[src/rtl/mem_arbiter_if.sv]
// Bus bundle between the two clients, the arbiter and the shared memory port.
interface mem_arbiter_if #(
    parameter int unsigned W = 68
);
    // client side
    logic [1:0]       cli_put_valid;
    logic [2*W-1:0]   cli_put_request;
    logic [1:0]       cli_put_ready;
    logic [1:0]       cli_get_valid;
    logic [1:0]       cli_get_ready;
    logic [W-1:0]     cli_get_response;
    // memory side
    logic             mem_put_valid;
    logic [W-1:0]     mem_put_request;
    logic             mem_put_ready;
    logic             mem_get_valid;
    logic             mem_get_ready;
    logic [W-1:0]     mem_get_response;

    // Arbiter view.
    modport slave (
        input  cli_put_valid,
        input  cli_put_request,
        output cli_put_ready,
        input  cli_get_valid,
        output cli_get_ready,
        output cli_get_response,
        output mem_put_valid,
        output mem_put_request,
        input  mem_put_ready,
        output mem_get_valid,
        input  mem_get_ready,
        input  mem_get_response
    );

    // Environment view (clients plus memory).
    modport master (
        output cli_put_valid,
        output cli_put_request,
        input  cli_put_ready,
        output cli_get_valid,
        input  cli_get_ready,
        input  cli_get_response,
        input  mem_put_valid,
        input  mem_put_request,
        output mem_put_ready,
        input  mem_get_valid,
        output mem_get_ready,
        output mem_get_response
    );
endinterface

[src/rtl/mem_arbiter.sv]
// Round-robin arbiter sharing one in-order memory port between two clients;
// a tag FIFO of grant ids routes each response back to its issuer.
module mem_arbiter #(
    parameter int unsigned DEPTH = 4,
    parameter int unsigned W     = 68
) (
    input  logic                   CLK,
    input  logic                   RST,
    mem_arbiter_if.slave           bus,
    output logic [$clog2(DEPTH):0] outstanding,
    output logic                   orphan_resp
);
    localparam int unsigned PW = $clog2(DEPTH);
    localparam int unsigned CW = PW + 1;

    logic [DEPTH-1:0] tag_q, tag_d;
    logic [PW-1:0]    rd_ptr_q, rd_ptr_d;
    logic [PW-1:0]    wr_ptr_q, wr_ptr_d;
    logic [CW-1:0]    count_q, count_d;
    logic             last_q, last_d;
    logic             orphan_q, orphan_d;

    logic             can_issue;
    logic             grant;
    logic             gnt_id;
    logic             head_id;
    logic             route_ok;
    logic             pop;

    // Request arbitration: round-robin on ties, blocked when memory busy or FIFO full.
    always_comb begin
        can_issue = !RST && bus.mem_put_ready && (count_q < CW'(DEPTH));
        grant     = 1'b0;
        gnt_id    = 1'b0;
        if (can_issue) begin
            case (bus.cli_put_valid)
                2'b01:   begin grant = 1'b1; gnt_id = 1'b0;    end
                2'b10:   begin grant = 1'b1; gnt_id = 1'b1;    end
                2'b11:   begin grant = 1'b1; gnt_id = ~last_q; end
                default: begin grant = 1'b0; gnt_id = 1'b0;    end
            endcase
        end
        bus.cli_put_ready   = grant ? (gnt_id ? 2'b10 : 2'b01) : 2'b00;
        bus.mem_put_valid   = grant;
        bus.mem_put_request = gnt_id ? bus.cli_put_request[W +: W]
                                     : bus.cli_put_request[0 +: W];
    end

    // Response routing to the client whose tag sits at the FIFO head.
    always_comb begin
        head_id              = tag_q[rd_ptr_q];
        route_ok             = !RST && bus.mem_get_ready && (count_q != '0);
        bus.cli_get_ready    = route_ok ? (head_id ? 2'b10 : 2'b01) : 2'b00;
        pop                  = route_ok && bus.cli_get_valid[head_id];
        bus.mem_get_valid    = pop;
        bus.cli_get_response = bus.mem_get_response;
    end

    // Next-state for tag FIFO, round-robin pointer and orphan flag.
    always_comb begin
        tag_d    = tag_q;
        rd_ptr_d = rd_ptr_q;
        wr_ptr_d = wr_ptr_q;
        count_d  = count_q;
        last_d   = last_q;
        orphan_d = orphan_q | (bus.mem_get_ready && (count_q == '0));
        if (grant) begin
            tag_d[wr_ptr_q] = gnt_id;
            wr_ptr_d        = wr_ptr_q + PW'(1);
            last_d          = gnt_id;
        end
        if (pop) begin
            rd_ptr_d = rd_ptr_q + PW'(1);
        end
        case ({grant, pop})
            2'b10:   count_d = count_q + CW'(1);
            2'b01:   count_d = count_q - CW'(1);
            default: count_d = count_q;
        endcase
    end

    // State registers; last resets to 1 so client 0 wins the first tie.
    always_ff @(posedge CLK or posedge RST) begin
        if (RST) begin
            tag_q    <= '0;
            rd_ptr_q <= '0;
            wr_ptr_q <= '0;
            count_q  <= '0;
            last_q   <= 1'b1;
            orphan_q <= 1'b0;
        end else begin
            tag_q    <= tag_d;
            rd_ptr_q <= rd_ptr_d;
            wr_ptr_q <= wr_ptr_d;
            count_q  <= count_d;
            last_q   <= last_d;
            orphan_q <= orphan_d;
        end
    end

    // Status outputs, held at zero while reset is asserted.
    always_comb begin
        outstanding = RST ? '0 : count_q;
        orphan_resp = !RST && orphan_q;
    end
endmodule

[src/flat_wrapper.sv]
// flat-port wrapper written by rule: the top's interface ports become plain ports
module mem_arbiter_flat 
#(
    parameter int unsigned DEPTH = 4,
    parameter int unsigned W     = 68
)
  (CLK, RST, outstanding, orphan_resp, bus_cli_put_valid, bus_cli_put_request, bus_cli_put_ready, bus_cli_get_valid, bus_cli_get_ready, bus_cli_get_response, bus_mem_put_valid, bus_mem_put_request, bus_mem_put_ready, bus_mem_get_valid, bus_mem_get_ready, bus_mem_get_response);
  mem_arbiter_if #(.W(W)) bus_i ();
  input  logic CLK;
  input  logic RST;
  output logic [$clog2(DEPTH):0] outstanding;
  output logic orphan_resp;
  input wire logic [$bits(bus_i.cli_put_valid)-1:0] bus_cli_put_valid;
  input wire logic [$bits(bus_i.cli_put_request)-1:0] bus_cli_put_request;
  output wire logic [$bits(bus_i.cli_put_ready)-1:0] bus_cli_put_ready;
  input wire logic [$bits(bus_i.cli_get_valid)-1:0] bus_cli_get_valid;
  output wire logic [$bits(bus_i.cli_get_ready)-1:0] bus_cli_get_ready;
  output wire logic [$bits(bus_i.cli_get_response)-1:0] bus_cli_get_response;
  output wire logic [$bits(bus_i.mem_put_valid)-1:0] bus_mem_put_valid;
  output wire logic [$bits(bus_i.mem_put_request)-1:0] bus_mem_put_request;
  input wire logic [$bits(bus_i.mem_put_ready)-1:0] bus_mem_put_ready;
  output wire logic [$bits(bus_i.mem_get_valid)-1:0] bus_mem_get_valid;
  input wire logic [$bits(bus_i.mem_get_ready)-1:0] bus_mem_get_ready;
  input wire logic [$bits(bus_i.mem_get_response)-1:0] bus_mem_get_response;
  assign bus_i.cli_put_valid = bus_cli_put_valid;
  assign bus_i.cli_put_request = bus_cli_put_request;
  assign bus_cli_put_ready = bus_i.cli_put_ready;
  assign bus_i.cli_get_valid = bus_cli_get_valid;
  assign bus_cli_get_ready = bus_i.cli_get_ready;
  assign bus_cli_get_response = bus_i.cli_get_response;
  assign bus_mem_put_valid = bus_i.mem_put_valid;
  assign bus_mem_put_request = bus_i.mem_put_request;
  assign bus_i.mem_put_ready = bus_mem_put_ready;
  assign bus_mem_get_valid = bus_i.mem_get_valid;
  assign bus_i.mem_get_ready = bus_mem_get_ready;
  assign bus_i.mem_get_response = bus_mem_get_response;
  mem_arbiter #(.DEPTH(DEPTH), .W(W)) u_core (.CLK(CLK), .RST(RST), .bus(bus_i), .outstanding(outstanding), .orphan_resp(orphan_resp));
endmodule
[config.mk]
export PLATFORM = sky130hd
export DESIGN_NAME = mem_arbiter_flat
export DESIGN_NICKNAME = d
export VERILOG_FILES = /design/src/rtl/mem_arbiter_if.sv /design/src/rtl/mem_arbiter.sv /design/src/flat_wrapper.sv
export SDC_FILE = /design/constraint.sdc
export NUM_CORES = 1
export LEC_CHECK = 0
export CORE_AREA = 3 3 137 139
export DETAILED_ROUTE_END_ITERATION = 16
export DIE_AREA = 0 0 140 142
export PLACE_DENSITY = 0.57
export SLEW_MARGIN = 20
export SYNTH_ARGS = -nofsm -noshare
export SYNTH_HDL_FRONTEND = slang
export SYNTH_SLANG_ARGS = --single-unit
export TNS_END_PERCENT = 50
[constraint.sdc]
create_clock -name CLK -period 2.6 [get_ports CLK]
set_input_delay 0.52 -clock CLK [delete_from_list [all_inputs] [get_ports CLK]]
set_output_delay 0.52 -clock CLK [all_outputs]
set_load 0.03 [all_outputs]
==> flow_summary.json, run 1 <==
{
  "synth_top_family_by_area": "multiplexers",
  "grt_usage": 0.0971,
  "synth-seq-cells": 13,
  "rsz0062_at_grt": "no",
  "power_per_cell_area_nw_per_um2": 461,
  "grt_busiest_layer": "met2",
  "hold_class": "register to register",
  "post-route-min-period_ns": 2.52,
  "finalSetupViolCount": 0,
  "ys_warn_count": 0,
  "fp.coreArea_um2": 17800,
  "final_cell_mix": "clkdlybuf4s50_1 (140), mux2_2 (67), buf_4 (28), clkdlybuf4s15_2 (22), buf_2 (16)",
  "cp.arrival_ns": 2.00,
  "path_max_fanout": 13,
  "path_cells": "clkbuf_2 > nor3b_4 > and3_4 > buf_12 > clkbuf_16 > mux2_2 > buf_4",
  "max-slew-margin-rel": 0.663,
  "hold_viol": 0,
  "end_kind": "output pin",
  "tightest_slew_ns": 0.505,
  "place_inst": 599,
  "synth_simple_gate_area_share": 0.0536,
  "cts.sinks": 13,
  "critPathSlowestCell": "mux2_2",
  "initial_core_util": 0.121,
  "nets": 599,
  "final_common_cell": "clkdlybuf4s50_1",
  "area_growth_pct": 103,
  "ctsHoldBuffers": 0,
  "total_power_mw": 2.01,
  "wirelength_um": 11000,
  "critPathRequiredTime_ns": 2.08,
  "fin_util": 0.245,
  "drv_cap": 0,
  "holdWs_ns": 0.448,
  "die_h_um": 142,
  "drt.antenna.violating_nets": 0,
  "fill_cells": 1897,
  "first_global_vias": 2321,
  "vdd_drop_max_mv": 0.362,
  "dp_slack_ns": -0.539,
  "muxShareOfSynthArea": 0.410,
  "drc": 0,
  "synth_top_cells_by_area": "mux2_2 (36%), buf_4 (24%), dfrtp_1 (14%)",
  "min_delay_worst_endpoint": "u_core.orphan_q",
  "slowest_delay_ns": 0.33,
  "finalNonFillerCells": 609,
  "placed_area_um2": 4130,
  "grt_use_met2": 0.166,
  "p_leak_nw": 1.78,
  "syn_area_per_cell_um2": 10.0,
  "synth_cells": 214,
  "post-route-period-util": 0.971,
  "antenna_cells": 0,
  "yosysUniqueCellTypes": 27,
  "io_pins": 358,
  "r2r-start": "u_core.rd_ptr_q[1]",
  "cts_tree": "yes",
  "clock_skew_ns": 0.000862,
  "crit-reg2reg-capture": "u_core.count_q[2]",
  "worst-setup-path-type": "input port to output pin",
  "synth-xor-area-share": 0.0204,
  "drtIter0Drc": 25,
  "final_layout_size_suffix_gt1_frac": 0.466,
  "path_buf_inv": 4,
  "globalplace.congestion": 0.833,
  "cts_max_level": 1,
  "synth_area_um2": 2150,
  "crit_family": "buffers and inverters",
  "synth_fa_ha_area_frac": 0.0385,
  "reg2reg_slack_ns": 0.24,
  "vias": 2133,
  "stdcell_area_um2": 4360,
  "wl_per_cell_um": 18.0,
  "r2r_cells": 10,
  "clkTransAtPathRegs_ns": 0.04,
  "overflow": 0,
  "drt-vias-per-instance": 3.50,
  "port_buffers": 221,
  "holdPathStages": 1,
  "synth_fp_nets": 432,
  "dr.pass1.iters": 4,
  "status": "finished, final reports clean",
  "grt.met1_usage": 0.113,
  "antenna_found_initial": 0,
  "synth_top_area_frac": 0.357,
  "rows": 49,
  "yosysSeqAreaShare": 0.152,
  "holdCritStartpoint": "u_core.orphan_q",
  "use_met3": 0.0504,
  "tns_ns": 0,
  "setup_ws_ns": 0.0759,
  "numCtsBuffers": 3,
  "worstSetupStartpointType": "input port",
  "insertion_delay_ns": 0.24,
  "root_buffer": "clkbuf_16",
  "dieWidth_um": 140,
  "max_clock_freq_mhz": 396,
  "grt_max_degree": 23,
  "synth_compound_area_frac": 0.0227,
  "dieArea_um2": 19900,
  "grt_pass1_wl_um": 14800,
  "dp.final_hpwl_um": 9200,
  "drv_slew": 0,
  "cts_max_path_buffers": 2,
  "synth_top_area_cell": "mux2_2"
}
worst max path at each step:
stage / end / slack [ns] / cells past startpoint / start
after global routing: u_core.count_q[2] / 0.01 / 9 / bus_mem_get_ready
after CTS: bus_mem_put_request[6] / -0.02 / 7 / bus_mem_put_ready
after floorplan: u_core.count_q[2] / 0.14 / 9 / RST
after global placement: bus_mem_put_request[19] / -0.53 / 6 / bus_mem_put_ready
after detailed placement: bus_mem_put_request[56] / -0.54 / 6 / RST
final: bus_mem_put_request[13] / 0.08 / 7 / RST
kinds of logic after synthesis:
family / Yosys count
compound gates: 7
simple gates: 20
mux: 78
fa+ha+maj: 6
buf+inv: 85
xor+xnor: 5
flops: 13
power by group:
part	internal [mW]	leakage, nW	switching [mW]
Sequential	0.299	0.157	0.0705
Clock	0.206	0.0382	0.0782
Combinational	0.720	1.58	0.636
Total	1.23	1.78	0.785
cells in the mapped netlist:
library cell / count
nor3_1: 1
xor2_1: 3
or3b_1: 1
xnor2_1: 2
buf_4: 70
nor3b_2: 2
mux2_2: 68
nor2b_1: 2
dfrtp_1: 12
inv_1: 7
nand2_1: 6
fa_1: 1
nor2_1: 6
and3_4: 1
mux2_4: 3
o21a_1: 1
dfstp_2: 1
a21o_1: 2
and2b_1: 1
o21ai_0: 2
mux2i_1: 7
ha_1: 5
buf_8: 5
buf_2: 2
a22o_1: 1
buf_6: 1
o31ai_1: 1
sequential cells by signal (all words and copies together), names as in the netlist:
name and cells:
u_core.count_q 3, u_core.last_q 1, u_core.orphan_q 1, u_core.rd_ptr_q 2, u_core.tag_q 4, u_core.wr_ptr_q 2
final cells by class:
type,instances,area (um2),share of cell area
Inverter,7,26.3,0.00603
Multi-Input combinational cell,116,1180,0.272
Clock buffer,4,78.8,0.0181
Timing Repair Buffer,240,2460,0.564
Sequential cell,13,327,0.0749
Tap cell,229,287,0.0657
what timing repair did:
item | CTS | global route
gates cloned | 2 | 2
buffers inserted | 1 | 1
gates resized for setup | 180 | 4
setup endpoints to repair | 70 | 44
pin swaps | 1 | 3
metal layers:
layer	vias to the layer above	share of wire
met5	-	0
met4	0	0.0077
met3	10	0.12
met2	166	0.48
met1	964	0.39
li1	993	-
Note: power is estimated with default switching activity, not from simulation.
==> run 2, diff against run 1 <==
--- a/config.mk
+++ b/config.mk
@@ -5,6 +5,7 @@
 export SDC_FILE = /design/constraint.sdc
 export NUM_CORES = 1
 export LEC_CHECK = 0
+export CAP_MARGIN = 20
 export CORE_AREA = 3 3 137 139
 export DETAILED_ROUTE_END_ITERATION = 16
 export DIE_AREA = 0 0 140 142
==> results of run 2 <==
No change in the layout: final DEF, timing and power equal those of run 1.
